<file path="src/rtl/regfile_arb_pkg.sv">
// Shared widths, FSM state encoding and grant encoding for the register-file
// write arbiter.
package regfile_arb_pkg;

  localparam int REG_W  = 4;
  localparam int DATA_W = 16;

  typedef enum logic [1:0] {
    IDLE    = 2'd0,
    STORE   = 2'd1,
    RELEASE = 2'd2
  } state_e;

  typedef enum logic {
    GNT_ALU = 1'b0,
    GNT_MEM = 1'b1
  } grant_e;

endpackage

</file>
<file path="src/rtl/regfile_write_arbiter_if.sv">
// Writeback request/ack signals of the ALU and MEM paths plus the single
// register-file write port, as seen by the arbiter (master) and its environment (slave).
interface regfile_write_arbiter_if;
  import regfile_arb_pkg::*;

  logic              aluReq;
  logic [REG_W-1:0]  aluReg;
  logic [DATA_W-1:0] aluVal;
  logic              aluAck;
  logic              memReq;
  logic [REG_W-1:0]  memReg;
  logic [DATA_W-1:0] memVal;
  logic              memAck;
  logic [REG_W-1:0]  destReg;
  logic [DATA_W-1:0] destVal;
  logic              storeNow;
  logic              storeDone;
  logic              busy;
  logic              err;

  modport master (
    input  aluReq, aluReg, aluVal, memReq, memReg, memVal, storeDone,
    output aluAck, memAck, destReg, destVal, storeNow, busy, err
  );

  modport slave (
    output aluReq, aluReg, aluVal, memReq, memReg, memVal, storeDone,
    input  aluAck, memAck, destReg, destVal, storeNow, busy, err
  );

endinterface

</file>
<file path="src/rtl/regfile_write_arbiter_rr_arbiter2.sv">
// Combinational two-way winner select between the ALU and MEM writeback sources,
// either round-robin on lastGrant or fixed with the ALU on top.
module rr_arbiter2
  import regfile_arb_pkg::*;
#(
  parameter int PRIORITY_MODE = 0
) (
  input  logic   aluReq_i,
  input  logic   memReq_i,
  input  grant_e lastGrant_i,
  output logic   valid_o,
  output grant_e winner_o
);

  always_comb begin
    valid_o  = aluReq_i | memReq_i;
    winner_o = GNT_ALU;
    if (aluReq_i && memReq_i) begin
      // In round-robin mode a tie goes to whoever was not served last.
      if (PRIORITY_MODE == 0 && lastGrant_i == GNT_ALU) begin
        winner_o = GNT_MEM;
      end
    end else if (memReq_i) begin
      winner_o = GNT_MEM;
    end
  end

endmodule

</file>
<file path="src/rtl/regfile_write_arbiter.sv">
// Shares the register-file write port between the ALU and MEM writeback paths:
// IDLE/STORE/RELEASE handshake FSM, destination latch and store timeout.
module regfile_write_arbiter
  import regfile_arb_pkg::*;
#(
  parameter int PRIORITY_MODE = 0,
  parameter int STORE_TIMEOUT = 15
) (
  input logic clk,
  input logic rst,
  regfile_write_arbiter_if.master bus
);

  localparam logic [3:0] TIMEOUT_CNT = 4'(STORE_TIMEOUT);
  localparam bit         TIMEOUT_EN  = (STORE_TIMEOUT != 0);

  state_e            state_q, state_d;
  grant_e            grant_q, grant_d;
  grant_e            lastGrant_q, lastGrant_d;
  logic [REG_W-1:0]  destReg_q, destReg_d;
  logic [DATA_W-1:0] destVal_q, destVal_d;
  logic              aluAck_q, aluAck_d;
  logic              memAck_q, memAck_d;
  logic              err_q, err_d;
  logic [3:0]        cnt_q, cnt_d;

  logic   reqValid;
  grant_e winner;

  rr_arbiter2 #(.PRIORITY_MODE(PRIORITY_MODE)) u_arb (
    .aluReq_i    (bus.aluReq),
    .memReq_i    (bus.memReq),
    .lastGrant_i (lastGrant_q),
    .valid_o     (reqValid),
    .winner_o    (winner)
  );

  always_ff @(posedge clk) begin
    if (rst) begin
      state_q     <= IDLE;
      grant_q     <= GNT_ALU;
      lastGrant_q <= GNT_MEM;
      destReg_q   <= '0;
      destVal_q   <= '0;
      aluAck_q    <= 1'b0;
      memAck_q    <= 1'b0;
      err_q       <= 1'b0;
      cnt_q       <= '0;
    end else begin
      state_q     <= state_d;
      grant_q     <= grant_d;
      lastGrant_q <= lastGrant_d;
      destReg_q   <= destReg_d;
      destVal_q   <= destVal_d;
      aluAck_q    <= aluAck_d;
      memAck_q    <= memAck_d;
      err_q       <= err_d;
      cnt_q       <= cnt_d;
    end
  end

  always_comb begin
    state_d     = state_q;
    grant_d     = grant_q;
    lastGrant_d = lastGrant_q;
    destReg_d   = destReg_q;
    destVal_d   = destVal_q;
    aluAck_d    = 1'b0;
    memAck_d    = 1'b0;
    err_d       = err_q;
    cnt_d       = cnt_q;
    case (state_q)
      IDLE: begin
        if (reqValid) begin
          destReg_d   = (winner == GNT_ALU) ? bus.aluReg : bus.memReg;
          destVal_d   = (winner == GNT_ALU) ? bus.aluVal : bus.memVal;
          grant_d     = winner;
          lastGrant_d = winner;
          cnt_d       = '0;
          state_d     = STORE;
        end
      end
      STORE: begin
        // A timed-out write is acknowledged as if it completed; err records the loss.
        if (bus.storeDone || (TIMEOUT_EN && cnt_q == TIMEOUT_CNT)) begin
          state_d  = RELEASE;
          aluAck_d = (grant_q == GNT_ALU);
          memAck_d = (grant_q == GNT_MEM);
          if (!bus.storeDone) begin
            err_d = 1'b1;
          end
        end else begin
          cnt_d = cnt_q + 4'd1;
        end
      end
      RELEASE: begin
        if (!bus.storeDone) begin
          state_d = IDLE;
        end
      end
      default: state_d = IDLE;
    endcase
  end

  assign bus.storeNow = (state_q == STORE);
  assign bus.busy     = (state_q != IDLE);
  assign bus.destReg  = destReg_q;
  assign bus.destVal  = destVal_q;
  assign bus.aluAck   = aluAck_q;
  assign bus.memAck   = memAck_q;
  assign bus.err      = err_q;

endmodule

</file>
<file path="src/flat_wrapper.sv">
// flat-port wrapper written by rule: the top's interface ports become plain ports
module regfile_write_arbiter_flat import regfile_arb_pkg::*;
#(
  parameter int PRIORITY_MODE = 0,
  parameter int STORE_TIMEOUT = 15
)
  (clk, rst, bus_aluReq, bus_aluReg, bus_aluVal, bus_memReq, bus_memReg, bus_memVal, bus_storeDone, bus_aluAck, bus_memAck, bus_destReg, bus_destVal, bus_storeNow, bus_busy, bus_err);
  regfile_write_arbiter_if bus_i ();
  input logic clk;
  input logic rst;
  input wire logic [$bits(bus_i.aluReq)-1:0] bus_aluReq;
  input wire logic [$bits(bus_i.aluReg)-1:0] bus_aluReg;
  input wire logic [$bits(bus_i.aluVal)-1:0] bus_aluVal;
  input wire logic [$bits(bus_i.memReq)-1:0] bus_memReq;
  input wire logic [$bits(bus_i.memReg)-1:0] bus_memReg;
  input wire logic [$bits(bus_i.memVal)-1:0] bus_memVal;
  input wire logic [$bits(bus_i.storeDone)-1:0] bus_storeDone;
  output wire logic [$bits(bus_i.aluAck)-1:0] bus_aluAck;
  output wire logic [$bits(bus_i.memAck)-1:0] bus_memAck;
  output wire logic [$bits(bus_i.destReg)-1:0] bus_destReg;
  output wire logic [$bits(bus_i.destVal)-1:0] bus_destVal;
  output wire logic [$bits(bus_i.storeNow)-1:0] bus_storeNow;
  output wire logic [$bits(bus_i.busy)-1:0] bus_busy;
  output wire logic [$bits(bus_i.err)-1:0] bus_err;
  assign bus_i.aluReq = bus_aluReq;
  assign bus_i.aluReg = bus_aluReg;
  assign bus_i.aluVal = bus_aluVal;
  assign bus_i.memReq = bus_memReq;
  assign bus_i.memReg = bus_memReg;
  assign bus_i.memVal = bus_memVal;
  assign bus_i.storeDone = bus_storeDone;
  assign bus_aluAck = bus_i.aluAck;
  assign bus_memAck = bus_i.memAck;
  assign bus_destReg = bus_i.destReg;
  assign bus_destVal = bus_i.destVal;
  assign bus_storeNow = bus_i.storeNow;
  assign bus_busy = bus_i.busy;
  assign bus_err = bus_i.err;
  regfile_write_arbiter #(.PRIORITY_MODE(PRIORITY_MODE), .STORE_TIMEOUT(STORE_TIMEOUT)) u_core (.clk(clk), .rst(rst), .bus(bus_i));
endmodule
</file>
<file path="config.mk">
export PLATFORM = sky130hd
export DESIGN_NAME = regfile_write_arbiter_flat
export DESIGN_NICKNAME = d
export VERILOG_FILES = /design/src/rtl/regfile_arb_pkg.sv /design/src/rtl/regfile_write_arbiter_if.sv /design/src/rtl/regfile_write_arbiter_rr_arbiter2.sv /design/src/rtl/regfile_write_arbiter.sv /design/src/flat_wrapper.sv
export SDC_FILE = /design/constraint.sdc
export NUM_CORES = 1
export LEC_CHECK = 0
export BUFFER_PORTS_ARGS = -buffer_cell sky130_fd_sc_hd__buf_4
export CELL_PAD_IN_SITES_DETAIL_PLACEMENT = 1
export CELL_PAD_IN_SITES_GLOBAL_PLACEMENT = 1
export CORE_MARGIN = 2
export CORE_UTILIZATION = 32
export DETAILED_ROUTE_END_ITERATION = 10
export GPL_ROUTABILITY_DRIVEN = 0
export PLACE_DENSITY = 0.83
export SYNTH_ARGS = -nofsm -noshare
export SYNTH_HDL_FRONTEND = slang
export SYNTH_HIERARCHICAL = 1
export SYNTH_SLANG_ARGS = --single-unit
</file>
<file path="constraint.sdc">
create_clock -name clk -period 1.6 [get_ports clk]
set_input_delay 0.24 -clock clk [delete_from_list [all_inputs] [get_ports clk]]
set_output_delay 0.24 -clock clk [all_outputs]
set_load 0.1 [all_outputs]
</file>
==> impl_metrics.py, run 1 <==
metrics = {
    "status": {
        "status": "completed",
    },
    "clock_network": {
        "clock_sinks": 31,
        "postCtsResizedCells": 0,
        "cts_root_buf": "clkbuf_8",
        "clkLatencyLatePin_ns": 0.27,
        "clkSlewWorstSetupHoldPaths_ns": 0.06,
        "tritoncts": "built",
        "cts_hold_buffers": 0,
        "cts_buffer_depth": 2,
        "cts_buffers": 5,
        "htree_levels": 2,
        "cts_setup_buffers": 0,
    },
    "floorplan": {
        "die_x_um": 69.08,
        "die_h_um": 69.08,
        "rows": 23,
        "dieArea_sq_mm": 0.004771,
        "ios": 70,
        "core_sq_mm": 0.004029,
        "initial_core_util": 0.3363,
    },
    "placement": {
        "hpwl_um": 2641,
        "pre_cts_slack_ns": 0.1534,
        "portBuffers": 69,
    },
    "route": {
        "drt-initial-drc-count": 35,
        "routed.top_layer": "met4",
        "routedLengthMet1_um": 1508,
        "drt-total-wl_um": 3534,
        "drc": 0,
        "vias": 1288,
        "wl_met3_um": 212,
        "wl_per_cell_um": 13.64,
        "drt_pass1_iterations": 4,
        "ant_nets": 0,
        "met2_length_um": 1764,
        "via_per_inst": 4.973,
    },
    "yosys": {
        "synth-seq-cells": 31,
        "synth_top_family_by_area": "compound AO/OA/AOI/OAI gates",
        "synth_compound_area_frac": 0.1791,
        "yosys_warnings": 6,
        "async_flop_share": 0,
        "postSynthAreaPerCell_sq_um": 9.476,
        "muxShareOfSynthArea": 0.1477,
        "synth-xor-area-share": 0,
        "synth_cells": 143,
        "synthTopCellsByArea": "dfxtp_1 46%, mux2i_1 15%, a211oi_1 11%",
        "synth_edf_count": 0,
        "yosysMostFrequentCell": "dfxtp_1",
        "synth.distinct_cells": 27,
        "synthFlopType": "dfxtp_1",
        "ys_seq_area_frac": 0.4580,
        "syn_nets": 189,
        "syn_area_sq_mm": 0.001355,
        "synth_top_area_cell": "dfxtp_1",
        "yosys-top-cells-count": "31 x dfxtp_1, 21 x nor2_1, 20 x a211oi_1, 20 x mux2i_1, 8 x clkbuf_1",
        "netlist.area_leader.share": 0.4580,
        "synth-adder-area-share": 0.009234,
        "yosys.area_share.simple": 0.1690,
    },
    "sta": {
        "slew_violations": 0,
        "relSlewSlack": 0.7372,
        "rsz0062_at_grt": "false",
        "fin_setup_tns_ns": 0,
        "setup_violations": 0,
        "period_needed_ns": 1.481,
        "final_hold_viol_count": 0,
        "max_freq_mhz": 675.4,
        "fin_ws_ns": 0.1193,
        "finClkSkew_ns": 0.004307,
        "holdWs_ns": 0.1962,
        "tightestPinTransition_ns": 0.3933,
        "final.period_utilization": 0.9254,
    },
    "setup_path": {
        "cp_max_fo": 7,
        "worstPathRequired_ns": 1.36,
        "end_kind": "output pin",
        "criticalPathCategory": "reg2out",
        "arrival_ns": 1.24,
        "cp-start-kind": "flop",
    },
    "power": {
        "total_power_w": 0.002410,
        "irDropWorstVdd_uv": 547.2,
        "leakagePower_nw": 0.8885,
        "powerDensity_mw_per_mm2": 1191,
    },
    "global_route": {
        "grt_pass1_vias": 1243,
        "antenna_found_initial": 0,
        "grt_pass1_wl_um": 5796,
        "grt.total_usage": 0.1503,
        "grt_overflow_total": 0,
        "grt_max_degree": 43,
    },
    "cells_and_area": {
        "areaGrowthSynthToFinish_pct": 49.31,
        "final_nets": 256,
        "fin_util": 0.5022,
        "num_antenna_cells": 0,
        "num-fill-cells": 484,
        "multi_input_area_sq_um": 701.9,
        "ff_latch_area_sq_um": 620.6,
        "drive_gt1_frac": 0.3971,
    },
    "run": {
        "maxCapViolCount": 0,
    },
    "min_path": {
        "hold_class": "in2reg",
    },
}
[layout make-up]
type | instances | share of cell area
repair buffers | 72 | 0.2795
multi-input cells | 100 | 0.3469
well taps | 50 | 0.03092
clock buffers | 6 | 0.03587
flip-flops and latches | 31 | 0.3067
[stage by stage]
stage	cell area, sq um	std cells
2_1_floorplan	1363	143
3_3_place_gp	1951	253
3_5_place_dp	1951	253
4_1_cts	2023	259
5_1_grt	2023	259
6_report	2023	259
[logic make-up (layout without fill, tap and decap cells)]
logic type,count (synthesis),count (layout)
AO/OA/AOI/OAI,35,35
multiplexers,20,20
AND/OR/NAND/NOR,44,44
flip-flops,31,31
buffers and inverters,12,78
adder cells (fa/ha/maj),1,1
[registers in the layout (all words and copies together), names as in the netlist]
name and cells:
u_core/bus.aluAck 1, u_core/bus.destVal 16, u_core/lastGrant_q 1, u_core/bus.err 1
u_core/bus.memAck 1, u_core/state_q 2, u_core/bus.destReg 4, u_core/cnt_q 4
u_core/grant_q 1
[report_power, final]
group          total (W)  leakage (nW)  switching [W]  internal (W)
combinational   0.000981         0.595       0.000704      0.000277
sequential      0.000893         0.256      0.0000447      0.000849
clock           0.000536        0.0371       0.000247      0.000289
total            0.00241         0.888       0.000996       0.00141
[worst max-delay path, cell delays in order, from the launching register on]
cell and delay, ns:
dfxtp_1 0.51, or2_2 0.18, buf_4 0.28
[final timing paths]
kind / from / end / slack (ns) / depth (start not counted)
min: bus_storeDone / u_core/bus.err / 0.20 / 2
min reg2reg: u_core/grant_q / u_core/bus.aluAck / 0.45 / 1
max: u_core/state_q[1] / bus_busy / 0.12 / 2
max reg2reg: u_core/state_q[0] / u_core/cnt_q[3] / 0.13 / 3
[cell usage in the layout (no fill, tap or decap), types with 2 or more instances in the layout]
| cell type | instances |
|---|---|
| a211oi_1 | 20 |
| a21oi_1 | 6 |
| a31oi_1 | 2 |
| buf_12 | 2 |
| buf_4 | 70 |
| clkbuf_8 | 5 |
| dfxtp_1 | 31 |
| mux2i_1 | 20 |
| nand2_1 | 3 |
| nand3_1 | 4 |
| nand3b_1 | 3 |
| nor2_1 | 21 |
| nor3b_1 | 2 |
| o211ai_1 | 4 |
| or3_1 | 2 |
[layer usage]
layer / up-vias / global-route usage
li1: 660 / -
met4: 0 / 0.07190
met5: - / 0
met1: 585 / 0.1808
met3: 4 / 0.04678
met2: 39 / 0.2425
Power figures use the tool's default switching activity.
==> inputs of run 2 (changes only) <==
--- a/config.mk
+++ b/config.mk
@@ -12,7 +12,7 @@
 export CORE_UTILIZATION = 32
 export DETAILED_ROUTE_END_ITERATION = 10
 export GPL_ROUTABILITY_DRIVEN = 0
-export PLACE_DENSITY = 0.83
+export PLACE_DENSITY = 0.88
 export SYNTH_ARGS = -nofsm -noshare
 export SYNTH_HDL_FRONTEND = slang
 export SYNTH_HIERARCHICAL = 1
==> run 2 against run 1 <==
Net effect: combinational power increased by 0.7%; final area increased by 1.1%; sequential share of layout area decreased by 0.32 points; register-to-register slack got worse by 0.02 ns; hold slack got worse by 0.022 ns; non-clock buffer count increased by 2; critical path depth increased by 1.
==> impl_metrics.py, run 2 (synthesis results as in run 1) <==
metrics = {
    "power": {
        "power_frac_clock": 0.245,
        "switching_share": 0.4138,
        "power.switching_w": 0.001032,
        "irDropWorstVdd_uv": 432.6,
        "p_comb_frac": 0.396,
        "power_frac_seq": 0.359,
        "powerDensity_mw_per_mm2": 1220,
        "total_power_w": 0.002495,
        "leakagePower_nw": 0.9059,
        "intPower_w": 0.001462,
    },
    "cells_and_area": {
        "mostFrequentLayoutCells": "72 x buf_4, 31 x dfxtp_1, 21 x nor2_1, 20 x mux2i_1, 20 x a211oi_1",
        "largest_reg_flops": 16,
        "areaGrowthSynthToFinish_pct": 50.88,
        "stdcell_count": 262,
        "drive_gt1_frac": 0.4104,
        "num_antenna_cells": 0,
        "final_nets": 258,
        "final_common_cell": "buf_4",
    },
    "route": {
        "drt-initial-drc-count": 51,
        "drt_pass1_iterations": 4,
        "drt-total-wl_um": 3810,
        "drc": 0,
        "wl_per_cell_um": 14.54,
        "via_per_inst": 5.019,
        "vias": 1315,
        "ant_nets": 0,
    },
    "setup_path": {
        "cp-start-kind": "flop",
        "end_kind": "flop",
        "arrival_ns": 1.70,
        "criticalPathCategory": "reg2reg",
        "cp_max_fo": 7,
        "worstPathRequired_ns": 1.81,
    },
    "floorplan": {
        "rows": 23,
        "die_x_um": 69.08,
        "initial_core_util": 0.3363,
        "dieArea_sq_mm": 0.004771,
        "ios": 70,
        "core_sq_mm": 0.004029,
        "die_h_um": 69.08,
    },
    "sta": {
        "setup_violations": 0,
        "relSlewSlack": 0.7514,
        "tightestPinTransition_ns": 0.3721,
        "max_freq_mhz": 671.6,
        "final.period_utilization": 0.9306,
        "final_hold_viol_count": 0,
        "period_needed_ns": 1.489,
        "fin_setup_tns_ns": 0,
        "finClkSkew_ns": 0.003676,
        "rsz0062_at_grt": "false",
        "holdWs_ns": 0.1738,
        "slew_violations": 0,
    },
    "clock_network": {
        "tritoncts": "built",
        "clock_sinks": 31,
        "clkSlewWorstSetupHoldPaths_ns": 0.06,
        "cts_buffers": 5,
        "clkLatencyLatePin_ns": 0.28,
        "cts_root_buf": "clkbuf_8",
        "cts_setup_buffers": 0,
        "htree_levels": 2,
        "cts_buffer_depth": 2,
    },
    "global_route": {
        "grt_pass1_wl_um": 6506,
        "grt_pass1_vias": 1403,
        "grt_overflow_total": 0,
        "grt.total_usage": 0.1716,
        "grt_max_degree": 41,
        "antenna_found_initial": 0,
    },
    "placement": {
        "place_inst": 255,
        "portBuffers": 69,
        "hpwl_um": 2919,
    },
    "min_path": {
        "hold_class": "in2reg",
    },
    "status": {
        "status": "completed",
    },
    "run": {
        "maxCapViolCount": 0,
    },
}
-- run 2: changes by cell type in the layout (fill, tap and decap cells not counted), sizes merged --
cell,delta
buf,+2
clkinv,+1
-- run 2: repair_timing --
action	in CTS	in global routing
hold buffers	0	0
endpoints found under the setup margin	0	1
gates resized for setup	0	1
-- run 2: cell type report --
type | instances | area (sq um)
repair buffers | 74 | 571.8
flip-flops and latches | 31 | 620.6
multi-input cells | 100 | 701.9
well taps | 50 | 62.56
fillers | 469 | 1984
clock buffers | 6 | 82.58
clock inverters | 1 | 5.005
-- run 2: critical path: stages, from the launching register on --
cell and delay, ns:
dfxtp_1 0.45, or3b_4 0.45, or3_1 0.37, a31oi_1 0.15
-- run 2: layer usage --
metal	share of wire	wire [um]	up-vias	global-route usage
met4	0.020	76	0	0.07843
li1	-	-	659	-
met5	0	0	-	0
met1	0.38	1461	606	0.1752
met3	0.061	234	6	0.05117
met2	0.53	2038	44	0.3173
-- run 2: power by group through the flow --
| stage | registers, W | clock network (W) | logic (W) |
|---|---|---|---|
| floorplan | 0.00137 | 0 | 0.000263 |
| global placement | 0.000905 | 0 | 0.000977 |
| detailed placement | 0.000912 | 0 | 0.000993 |
| CTS | 0.000896 | 0.000640 | 0.000996 |
| global route | 0.000905 | 0.000680 | 0.00104 |
| finish | 0.000895 | 0.000612 | 0.000988 |
-- run 2: worst paths after layout --
kind / startpoint / endpoint / slack [ns] / cells after the start
worst min-delay path: bus_storeDone / u_core/bus.err / 0.17 / 2
worst max-delay path: u_core/state_q[0] / u_core/cnt_q[3] / 0.11 / 3
worst min register to register: u_core/bus.err / u_core/bus.err / 0.47 / 2
worst max register to register: u_core/state_q[0] / u_core/cnt_q[3] / 0.11 / 3
-- run 2: metrics by stage --
step | util | instance area, sq um | setup WS [ns]
detailed placement | 0.4848 | 1953 | 0.1277
global route | 0.5075 | 2044 | 0.008124
floorplan | - | 1363 | 0.02796
CTS | 0.5065 | 2041 | 0.06798
global placement | 0.4848 | 1953 | 0.1809
finish | 0.5075 | 2044 | 0.1110
==> inputs of run 3 (changes only) <==
--- a/config.mk
+++ b/config.mk
@@ -13,6 +13,7 @@
 export DETAILED_ROUTE_END_ITERATION = 10
 export GPL_ROUTABILITY_DRIVEN = 0
 export PLACE_DENSITY = 0.88
+export RECOVER_POWER = 100
 export SYNTH_ARGS = -nofsm -noshare
 export SYNTH_HDL_FRONTEND = slang
 export SYNTH_HIERARCHICAL = 1
==> run 3 against run 2 <==
Net effect: clock power about the same; combinational power decreased by 4.4%; final area decreased by 3.3%; hold slack about the same; non-clock buffer count unchanged; global-route usage unchanged; via count decreased by 0.30%; clock skew about the same; first-iteration DRC count increased by 14%; core utilization decreased by 1.7 points; sequential share of layout area increased by 1.0 points; critical path type is now reg2out; largest cell class unchanged.
==> impl_metrics.py, run 3 (synthesis results as in run 1) <==
metrics = {
    "cells_and_area": {
        "final_common_cell": "buf_4",
        "mostFrequentLayoutCells": "47 x buf_4, 31 x dfxtp_1, 23 x clkbuf_2, 21 x nor2_1",
        "fin_util": 0.4907,
        "drive_gt1_frac": 0.4057,
        "num_antenna_cells": 0,
        "final_nets": 258,
        "largest_reg_flops": 16,
        "areaGrowthSynthToFinish_pct": 45.89,
    },
    "clock_network": {
        "cts_buffer_depth": 2,
        "clock_sinks": 31,
        "cts_buffers": 5,
        "htree_levels": 2,
        "clkSlewWorstSetupHoldPaths_ns": 0.06,
        "tritoncts": "built",
        "clkLatencyLatePin_ns": 0.28,
        "cts_root_buf": "clkbuf_8",
    },
    "setup_path": {
        "arrival_ns": 1.22,
        "cp_max_fo": 5,
        "end_kind": "output pin",
        "worstPathRequired_ns": 1.36,
        "cp-start-kind": "flop",
        "slowest_stage": "dfxtp_1",
        "worst-path-buf-inv": 2,
        "slowest_delay_ns": 0.35,
        "critical_path.top_delay_family": "buffers and inverters",
        "path_cells": "clkbuf_1 -> nor2b_4 -> buf_6",
        "criticalPathCategory": "reg2out",
    },
    "sta": {
        "max_freq_mhz": 684.4,
        "tightestPinTransition_ns": 0.5619,
        "relSlewSlack": 0.6270,
        "final_hold_viol_count": 0,
        "fin_setup_tns_ns": 0,
        "final.period_utilization": 0.9132,
        "finClkSkew_ns": 0.004165,
        "slew_violations": 0,
        "setup_violations": 0,
        "rsz0062_at_grt": "false",
        "period_needed_ns": 1.461,
    },
    "route": {
        "ant_nets": 0,
        "drt-initial-drc-count": 58,
        "drt-total-wl_um": 3815,
        "wl_per_cell_um": 14.56,
        "vias": 1311,
        "via_per_inst": 5.004,
        "drt_pass1_iterations": 4,
        "drc": 0,
    },
    "global_route": {
        "antenna_found_initial": 0,
        "grt_pass1_wl_um": 6506,
        "grt_max_degree": 41,
        "grt.total_usage": 0.1716,
        "grt_pass1_vias": 1403,
        "grt_overflow_total": 0,
    },
    "floorplan": {
        "dieArea_sq_mm": 0.004771,
        "die_x_um": 69.08,
        "ios": 70,
        "initial_core_util": 0.3363,
        "die_h_um": 69.08,
        "rows": 23,
        "core_sq_mm": 0.004029,
    },
    "run": {
        "maxCapViolCount": 0,
    },
    "power": {
        "irDropWorstVdd_uv": 430.3,
        "leakagePower_nw": 0.8823,
        "powerDensity_mw_per_mm2": 1239,
    },
    "placement": {
        "hpwl_um": 2919,
        "portBuffers": 69,
    },
    "status": {
        "status": "completed",
    },
    "min_path": {
        "hold_class": "in2reg",
    },
}
[run 3: layout make-up]
type / count / area, sq um
Sequential cell: 31 / 620.6
Multi-Input combinational cell: 100 / 695.7
Fill cell: 475 / 2052
Tap cell: 50 / 62.56
Clock inverter: 1 / 5.005
Clock buffer: 6 / 82.58
Timing Repair Buffer: 74 / 510.5
[run 3: power breakdown]
group / switching [W] / leakage (nW) / internal (W)
combinational: 0.000711 / 0.579 / 0.000234
clock: 0.000276 / 0.0470 / 0.000337
sequential: 0.0000437 / 0.256 / 0.000848
total: 0.00103 / 0.882 / 0.00142
[run 3: worst register-to-register path: cells and delay by family, from the launching register on]
| kind | cells | cell delay [ns] |
|---|---|---|
| compound gates | 1 | 0.15 |
| simple gates | 2 | 0.81 |
| flops | 1 | 0.42 |
[run 3: per-layer routing]
metal,vias up,GRT usage,part of all wire
li1,657,-,-
met1,604,0.1752,0.39
met2,44,0.3173,0.53
met3,6,0.05117,0.061
met4,0,0.07843,0.020
met5,-,0,0
[run 3: stage by stage]
| step | instance area [sq um] | worst slack (ns) | std cells | hold WS (ns) | total power (W) |
|---|---|---|---|---|---|
| finish | 1977 | 0.1389 | 262 | 0.1735 | 0.002450 |
| global route | 1977 | 0.01030 | 262 | 0.1780 | 0.002575 |
| CTS | 2041 | 0.06798 | 262 | 0.1668 | 0.002531 |
| detailed placement | 1953 | 0.1277 | 255 | 0.4561 | 0.001905 |
| global placement | 1953 | 0.1809 | 255 | 0.4391 | 0.001882 |
| floorplan | 1363 | 0.02796 | 143 | 0.3435 | 0.001630 |
[run 3: path summary, 6_finish.rpt]
kind,cells past startpoint,to,slack (ns),start
max,3,bus_storeNow,0.14,u_core/state_q[1]
min,2,u_core/bus.err,0.17,bus_storeDone
max reg2reg,3,u_core/cnt_q[3],0.15,u_core/state_q[0]
min reg2reg,2,u_core/bus.err,0.46,u_core/bus.err
[run 3: repair_timing]
item	4_1_cts	5_1_grt
hold buffers	0	0
setup buffers	0	0
endpoints found under the setup margin	0	1
resized for setup	0	1
